===== src/rtl/uart_loader_pkg.sv =====
// uart_loader_pkg: shared FSM state encoding and stream constants for the UART image loader
package uart_loader_pkg;

    typedef enum logic [2:0] {IDLE, LEN, DATA, FIN, ERR} state_e;

    localparam int LEN_BYTES = 4;

endpackage


===== src/rtl/uart_word_assembler.sv =====
// uart_word_assembler: packs popped bytes little-endian into 32-bit words, flags the 4th byte
module uart_word_assembler
    import uart_loader_pkg::*;
(
    input  logic        clk,
    input  logic        rstn,
    input  logic        clr_i,
    input  logic        push_i,
    input  logic [7:0]  byte_i,
    output logic [31:0] word_o,
    output logic        word_ready_o
);

    logic [1:0]  idx_q;
    logic [31:0] lane_q, lane_d;

    // Merge the incoming byte into its lane so the full word is visible on the completing pop
    always_comb begin
        lane_d = lane_q;
        lane_d[{idx_q, 3'b000} +: 8] = byte_i;
    end

    assign word_o       = lane_d;
    assign word_ready_o = push_i && (idx_q == 2'(LEN_BYTES - 1));

    // Byte index and lane register advance only on a pop; clear restarts a fresh word
    always_ff @(posedge clk or negedge rstn) begin
        if (!rstn) begin
            idx_q  <= '0;
            lane_q <= '0;
        end else if (clr_i) begin
            idx_q  <= '0;
            lane_q <= '0;
        end else if (push_i) begin
            idx_q  <= idx_q + 1'b1;
            lane_q <= lane_d;
        end
    end

endmodule


===== src/rtl/uart_loader.sv =====
// uart_loader: drains the UART RX FIFO and writes a length-prefixed image into word memory
module uart_loader
    import uart_loader_pkg::*;
#(
    parameter int ADDR_W = 15
) (
    input  logic              clk,
    input  logic              rstn,
    input  logic              start,
    input  logic              rx_empty,
    input  logic [7:0]        rx_dout,
    output logic              rx_rd_en,
    output logic              mem_we,
    output logic [ADDR_W-1:0] mem_addr,
    output logic [31:0]       mem_wdata,
    output logic              busy,
    output logic              done,
    output logic              err
);

    localparam logic [31:0] CAP = 32'd1 << ADDR_W;

    state_e            state_q, state_d;
    logic [ADDR_W:0]   cnt_q, cnt_d;
    logic [ADDR_W:0]   len_q, len_d;
    logic [ADDR_W-1:0] addr_q, addr_d;
    logic [31:0]       wdata_q, wdata_d;
    logic              we_q, we_d;
    logic              err_q, err_d;
    logic              clr;
    logic [31:0]       word;
    logic              word_ready;

    assign clr       = (state_q == IDLE) && start;
    assign rx_rd_en  = ((state_q == LEN) || (state_q == DATA)) && !rx_empty;
    assign busy      = state_q != IDLE;
    assign done      = state_q == FIN;
    assign err       = err_q;
    assign mem_we    = we_q;
    assign mem_addr  = addr_q;
    assign mem_wdata = wdata_q;

    uart_word_assembler u_asm (
        .clk          (clk),
        .rstn         (rstn),
        .clr_i        (clr),
        .push_i       (rx_rd_en),
        .byte_i       (rx_dout),
        .word_o       (word),
        .word_ready_o (word_ready)
    );

    // Next-state: length check on the 4th length byte, one write per completed data word
    always_comb begin
        state_d = state_q;
        cnt_d   = cnt_q;
        len_d   = len_q;
        addr_d  = addr_q;
        wdata_d = wdata_q;
        we_d    = 1'b0;
        err_d   = err_q;
        case (state_q)
            IDLE: if (start) begin
                state_d = LEN;
                cnt_d   = '0;
                err_d   = 1'b0;
            end
            LEN: if (word_ready) begin
                len_d   = word[ADDR_W:0];
                err_d   = word > CAP;
                state_d = (word == 32'd0) ? FIN : (word > CAP) ? ERR : DATA;
            end
            DATA: if (word_ready) begin
                we_d    = 1'b1;
                wdata_d = word;
                addr_d  = cnt_q[ADDR_W-1:0];
                cnt_d   = cnt_q + 1'b1;
                state_d = (cnt_d == len_q) ? FIN : DATA;
            end
            FIN:     state_d = IDLE;
            ERR:     state_d = IDLE;
            default: state_d = IDLE;
        endcase
    end

    // State and registered outputs; reset discards any partial load immediately
    always_ff @(posedge clk or negedge rstn) begin
        if (!rstn) begin
            state_q <= IDLE;
            cnt_q   <= '0;
            len_q   <= '0;
            addr_q  <= '0;
            wdata_q <= '0;
            we_q    <= 1'b0;
            err_q   <= 1'b0;
        end else begin
            state_q <= state_d;
            cnt_q   <= cnt_d;
            len_q   <= len_d;
            addr_q  <= addr_d;
            wdata_q <= wdata_d;
            we_q    <= we_d;
            err_q   <= err_d;
        end
    end

endmodule


===== config.mk =====
export PLATFORM = sky130hd
export DESIGN_NAME = uart_loader
export DESIGN_NICKNAME = d
export VERILOG_FILES = /design/src/rtl/uart_loader_pkg.sv /design/src/rtl/uart_word_assembler.sv /design/src/rtl/uart_loader.sv
export SDC_FILE = /design/constraint.sdc
export NUM_CORES = 1
export LEC_CHECK = 0
export ABC_AREA = 1
export BUFFER_PORTS_ARGS = -buffer_cell sky130_fd_sc_hd__buf_4
export CAP_MARGIN = 20
export CORE_ASPECT_RATIO = 1.4
export CORE_UTILIZATION = 47
export CTS_CLUSTER_DIAMETER = 50
export DETAILED_ROUTE_END_ITERATION = 7
export HOLD_SLACK_MARGIN = 0.1
export MAX_ROUTING_LAYER = met4
export PLACE_DENSITY = 0.66
export SYNTH_ARGS = -nofsm -noshare
export SYNTH_HDL_FRONTEND = slang
export SYNTH_HIERARCHICAL = 1
export SYNTH_SLANG_ARGS = --single-unit

===== constraint.sdc =====
create_clock -name clk -period 2.7 [get_ports clk]
set_clock_uncertainty 0.1 [all_clocks]
set_input_delay 0.27 -clock clk [delete_from_list [all_inputs] [get_ports clk]]
set_output_delay 0.27 -clock clk [all_outputs]
set_load 0.005 [all_outputs]

# Word-level counts from Yosys, hierarchy flattened
# Index checks and enable logic that the tools add are counted.
[word_totals] regBits=118 output_inout_bits=52 wordCells=59
[classes] addsub=3 magnitude_cmp=1 eq_ne=8 n_shift=2 muxes=20 reduce_logical=16
[op_table] cell="32-bit 2-to-1 mux" count=2
[op_table] cell="32-bit bitwise mux" count=1
[op_table] cell="32-bit by 16-bit greater-than comparator with 1-bit output, second input constant" count=1
[op_table] cell="32-bit zero test" count=1
[op_table] cell="16-bit 2-to-1 mux" count=2
[op_table] cell="16-bit one-hot mux with 2 select lines" count=1
[op_table] cell="8-bit by 7-bit variable shift with 32-bit output, first input constant" count=1
[op_table] cell="8-bit by 7-bit variable part select with 32-bit output" count=1
[op_table] cell="16-bit by 1-bit adder with 16-bit output, second input constant" count=1
[op_table] cell="16-bit equality test" count=1
[op_table] cell="3-bit 2-to-1 mux" count=5
[op_table] cell="3-bit one-hot mux with 3 select lines" count=1
[op_table] cell="3-bit AND reduction" count=3
[op_table] cell="5-bit negator with 7-bit output" count=1
[op_table] cell="3-bit by 2-bit equality test with 1-bit output, second input constant" count=2
[op_table] cell="2-bit nonzero test" count=3
[op_table] cell="1-bit 2-to-1 mux" count=5
[op_table] cell="2-bit 2-to-1 mux" count=2
[op_table] cell="2-bit by 1-bit != test with 1-bit output, second input constant" count=2
[op_table] cell="2-bit AND reduction" count=2
[op_table] cell="3-bit by 1-bit equality test with 1-bit output, second input constant" count=1
[op_table] cell="1-bit logical AND" count=3
[op_table] cell="3-bit zero test" count=1
[op_table] cell="3-bit nonzero test" count=1
[op_table] cell="6 further kinds" count=6

# Logic depth before layout (Yosys ltp)
[depth] ltp_word=8 ltp_mapped=18

# By module
# The synthesis kept the hierarchy.
[modules_own_cells] module="uart_loader" instances=1 cells_each=513 area_each_um2=4022.6
[modules_own_cells] module="uart_word_assembler" instances=1 cells_each=285 area_each_um2=1898.1

# Worst setup path after synthesis
# OpenSTA, ideal clock, no wires.
[synth_path] path_type="reg-to-reg" start="reg u_asm.idx_q[0]" end="reg state_q[1]" setup_time_ps=83 arrival_time_ps=2020 slack_ps=498 stages_incl_launch_ff=18 synth_period_minus_slack_ps=2202 cell_sequence="dfrtp_1 -> inv_2 -> ha_1 -> nand2_1 -> inv_1 -> nand3_1 -> nand2_1 -> inv_1 -> nand2_1 -> nor3_1 -> nand2_1 -> nor2_1 -> nand2_1 -> inv_1 -> nor2_1 -> inv_1 -> nor2_1 -> o21ai_0"
[synth_via] elab_chain_len=8 elab_cells_between_ends=15 classes_between="1 x add/sub; 1 x order compare; 3 x eq/ne; 2 x shift; 5 x mux; 3 x reduce/logical"
[synth_rtl] element="start, declared" line_no="uart_word_assembler.sv:14" source="logic [1:0] idx_q;"
[synth_rtl] element="start signal, assigned" line_no="uart_word_assembler.sv:35" source="idx_q <= idx_q + 1'b1;"
[synth_rtl] element="5-bit negator with 7-bit output (*)" line_no="uart_word_assembler.sv:20" source="lane_d[{idx_q, 3'b000} +: 8] = byte_i;"
[synth_rtl] element="8-bit by 7-bit variable part select with 32-bit output or 8-bit by 7-bit variable shift with 32-bit output (tied branches)" line_no="uart_word_assembler.sv:20"
[synth_rtl] element="32-bit bitwise mux (*)" line_no="uart_word_assembler.sv:20"
[synth_rtl] element="net word[17]" line_no="uart_loader.sv:31" source="logic [31:0] word;"
[synth_rtl] element="32-bit by 16-bit greater-than comparator with 1-bit output" line_no="uart_loader.sv:71" source="state_d = (word == 32'd0) ? FIN : (word > CAP) ? ERR : DATA;"
[synth_rtl] element="3-bit 2-to-1 mux" line_no="uart_loader.sv:71"
[synth_rtl] element="3-bit 2-to-1 mux (*)" line_no="uart_loader.sv:71"
[synth_rtl] element="3-bit 2-to-1 mux (*)" line_no="uart_loader.sv:68" source="LEN: if (word_ready) begin"
[synth_rtl] element="3-bit one-hot mux with 3 select lines (*)" line_no="uart_loader.sv:62" source="case (state_q)"
[synth_rtl] element="end signal, assigned" line_no="uart_loader.sv:97" source="state_q <= state_d;"
[synth_rtl] element="end, declared" line_no="uart_loader.sv:23" source="state_e state_q, state_d;"
# The timed path passes the listed nets; every way through them passes the cells marked *. The select of a mux whose other input is x is not followed.
# A chain may end at the register's enable or synchronous reset.

# Worst setup path in the final report
# Ends and elaborated chain as after synthesis.

==> flow_metrics.py <==
metrics = {
    "run_status": {
        "run_status": "finished clean",
    },
    "power": {
        "powerDensity_mw_per_mm2": 1040,
        "p_total_mw": 7.55,
        "internal-power_mw": 4.73,
        "power.share.combinational_pct": 35.2,
        "ir_drop_v": 0.000596,
        "power.net_switching_mw": 2.83,
        "power_switching_share_pct": 37.4,
        "power.share.sequential_pct": 33.0,
        "power.leakage_nw": 3.78,
        "clkPwrFrac_pct": 31.8,
    },
    "timing": {
        "worstMarginPinSlew_ns": 0.699,
        "timing.slew.headroom_pct": 53.4,
        "finalCritPeriodShare_pct": 92.1,
        "whs_ns": 0.158,
        "max_clock_freq_mhz": 402,
        "final-setup-viol-count": 0,
        "timing.final.max_slew_violations": 0,
        "min_period_ns": 2.49,
        "rsz_0062_raised_after_global_routing": "true",
        "hold_violations": 0,
    },
    "synth": {
        "synth_xor_xnor_area_share_pct": 0.676,
        "synthMostInstantiatedCell": "nand2_1",
        "syn_area_sq_mm": 0.00592,
        "yosys-mux-area-fraction_pct": 0,
        "synth.top_cells.by_count": "nand2_1 (337), dfrtp_1 (118), inv_1 (85), o21ai_0 (61), nor2_1 (45)",
        "postSynth.asyncResetShare_pct": 100,
        "ys_types": 25,
        "syn-instance-count": 798,
        "dominantRegCellSynth": "dfrtp_1",
        "seq_cells_post_synth": 118,
        "yosysWarnings": 6,
        "synth.area.top_cells": "dfrtp_1 (50%), nand2_1 (21%), inv_1 (5.4%), o21ai_0 (5.2%), nand3_1 (3.6%)",
        "synth.yosys.seq_area_share_pct": 49.9,
        "synth_top_area_share_pct": 49.9,
        "arithmetic_cell_share_of_the_synthesized_area_counting_full_adders_half_adders_and_majority_gates_pct": 1.27,
        "synth.avg_cell_area_sq_um": 7.42,
        "synth_compound_gate_area_share_pct": 7.76,
        "synth.net_count": 816,
        "synth_enable_flop_cells": 0,
        "netlist.top_cell.by_area": "dfrtp_1",
        "synth_simple_gate_area_share_pct": 32.9,
        "dominant_combinational_cell_family_by_area_after_synthesis": "simple AND/OR/NAND/NOR gates",
    },
    "finish": {
        "total_area_of_multi_input_combinational_cells_sq_mm": 0.00253,
        "area_added_between_synthesis_and_finish_pct": 23.2,
        "fillerInstances": 1119,
        "antenna_cells_inserted": 0,
        "design.final.nets": 894,
        "final_layout_size_suffix_gt1_share_pct": 15.6,
        "combined_flip_flop_and_latch_cell_area_sq_mm": 0.00295,
    },
    "clock_network": {
        "cts_made_buffers": 17,
        "cts_max_level": 4,
        "cts_max_path_buffers": 2,
        "root_driver": "clkbuf_16",
        "clock_tree_from_tritoncts": "built",
        "clock_sink_count": 118,
        "clock_latency_on_the_worst_skew_pair_ns": 0.41,
        "clk_transition_reported_paths_ns": 0.06,
    },
    "floorplan": {
        "floorplan.initialDensity_pct": 48.1,
        "dieArea_sq_mm": 0.0131,
        "die_w_um": 96.9,
        "chipHeight_um": 135,
        "fp.coreArea_sq_mm": 0.0123,
        "placement_rows": 48,
        "num_io_pins": 64,
    },
    "setup_path": {
        "worst_ep_arrival_time_ns": 2.71,
        "critical_path_peak_fanout": 10,
        "criticalPathCategory": "reg -> reg",
        "required_ns": 2.92,
        "critical_path.startpoint_type": "register",
        "end_kind": "register",
    },
    "global_routing": {
        "grt_util_all_layers_pct": 25.7,
        "first_pass_grt_wire_length_mm": 25.6,
        "first_global_vias": 5314,
        "grt_antenna_before_repair": 0,
        "grt_remaining_overflow": 0,
        "pin_count_of_the_biggest_net_entering_global_routing": 54,
    },
    "drt": {
        "total_vias_in_the_final_route": 5373,
        "vias_per_cell": 5.17,
        "drc_errors": 0,
        "drt.antenna.violating_nets": 0,
        "routed_wirelength_mm": 15.3,
        "avgRoutedWirePerCell_um": 14.7,
        "drtIter0Drc": 319,
        "drt-pass1-iter-count": 4,
    },
    "placed_design": {
        "placement.io_buffers": 63,
        "place_hpwl_mm": 11.3,
        "globalplace.congestion": 0.954,
    },
    "flow_run": {
        "maxCapViolCount": 0,
    },
    "hold_path": {
        "min_path_type": "in -> reg",
    },
}
[power groups by stage]
stage / combinational, mW / sequential, mW / clock [mW]
after global routing: 3.03 / 2.55 / 2.51
after CTS: 2.54 / 2.49 / 2.43
after detailed placement: 2.52 / 2.52 / 0
after floorplan: 1.74 / 2.44 / 0
after global placement: 2.49 / 2.50 / 0
final: 2.66 / 2.49 / 2.40
[worst max-delay path: stages (launching register included)]
cell     delay, ns
dfrtp_2       0.45
inv_4         0.12
ha_2          0.32
nand2_1       0.09
inv_1         0.12
nand3_1       0.16
nand2_1       0.11
nor3_1        0.20
nand2_1       0.16
nor2_1        0.12
nand2_1       0.05
inv_1         0.07
nor2_1        0.05
inv_1         0.08
nor2_1        0.04
o21ai_0       0.15
[routing by layer]
| metal | global-route usage (%) | part of all wire [%] | vias to the layer above |
|---|---|---|---|
| li1 | - | - | 2667 |
| met1 | 28.2 | 40 | 2512 |
| met2 | 45.1 | 52 | 146 |
| met3 | 4.87 | 3.5 | 48 |
| met4 | 12.1 | 4.0 | 0 |
| met5 | - | 0 | - |
[what timing repair did]
item	in CTS	in global routing
hold buffers	1	0
resized for setup	0	9
setup endpoints to repair	0	49
endpoints found under the hold margin	50	0
buffers inserted	0	6
[metrics by stage]
step                      cells  cell area, sq um  TNS [ns]  util [%]  setup WS (ns)
after floorplan             798              5920         0         -          0.498
after global placement     1000              6590         0      53.5          0.115
after detailed placement   1000              6590         0      53.5         0.0276
after CTS                  1033              7230         0      58.7         0.0117
after global routing       1039              7300   -0.0556      59.3        -0.0556
final                      1039              7300         0      59.3          0.213
[registers in the layout, summed over array words and instances (netlist names)]
| signal | flops |
|---|---|
| len_q | 16 |
| state_q | 3 |
| mem_we | 1 |
| mem_wdata | 32 |
| u_asm/idx_q | 2 |
| cnt_q | 16 |
| u_asm/lane_q | 32 |
| mem_addr | 15 |
| err | 1 |
[cell usage in the layout, fill, tap and decap left out, types with 4 or more instances in the layout]
cell and instances:
dfrtp_1 117, nor2_2 9, o21ai_0 61, nand2_1 337
o22ai_1 7, ha_1 5, nor3_1 6, nand4_1 14
nand3_1 42, buf_4 81, nand3b_1 5, bufinv_16 4
inv_1 84, clkinvlp_4 4, nor2_1 44, nor2_4 4
clkbuf_16 17, o21ai_1 16
[logic make-up (layout without fill, tap and decap cells)]
family / after synthesis / in the layout
buffers and inverters: 114 / 205
adder cells (fa/ha/maj): 6 / 6
flip-flops: 118 / 118
AND/OR/NAND/NOR: 468 / 468
AO/OA/AOI/OAI: 89 / 89
XOR/XNOR: 3 / 3
[worst paths after layout]
check | start | slack, ns | cells after the start | endpoint
worst max-delay path | u_asm/idx_q[0]$_DFFE_PN0P_ | 0.21 | 15 | state_q[1]$_DFFE_PN0P_
worst min-delay path | rx_dout[5] | 0.16 | 5 | u_asm/lane_q[5]$_DFFE_PN0P_
worst max register to register | u_asm/idx_q[0]$_DFFE_PN0P_ | 0.21 | 15 | state_q[1]$_DFFE_PN0P_
worst min register to register | mem_wdata[21]$_DFFE_PN0P_ | 0.37 | 2 | mem_wdata[21]$_DFFE_PN0P_
max in group asynchronous | rstn | 1.44 | 3 | mem_wdata[14]$_DFFE_PN0P_
min in group asynchronous | rstn | 0.36 | 2 | cnt_q[1]$_DFFE_PN0P_
[area by class of cell]
class,count,area share [%]
Timing Repair Buffer,84,8.90
Multi-Input combinational cell,566,34.7
Sequential cell,118,40.5
Inverter,89,4.70
Clock inverter,12,2.40
Tap cell,150,2.57
Clock buffer,20,6.26
No activity file was read; power rests on OpenSTA's default activity.
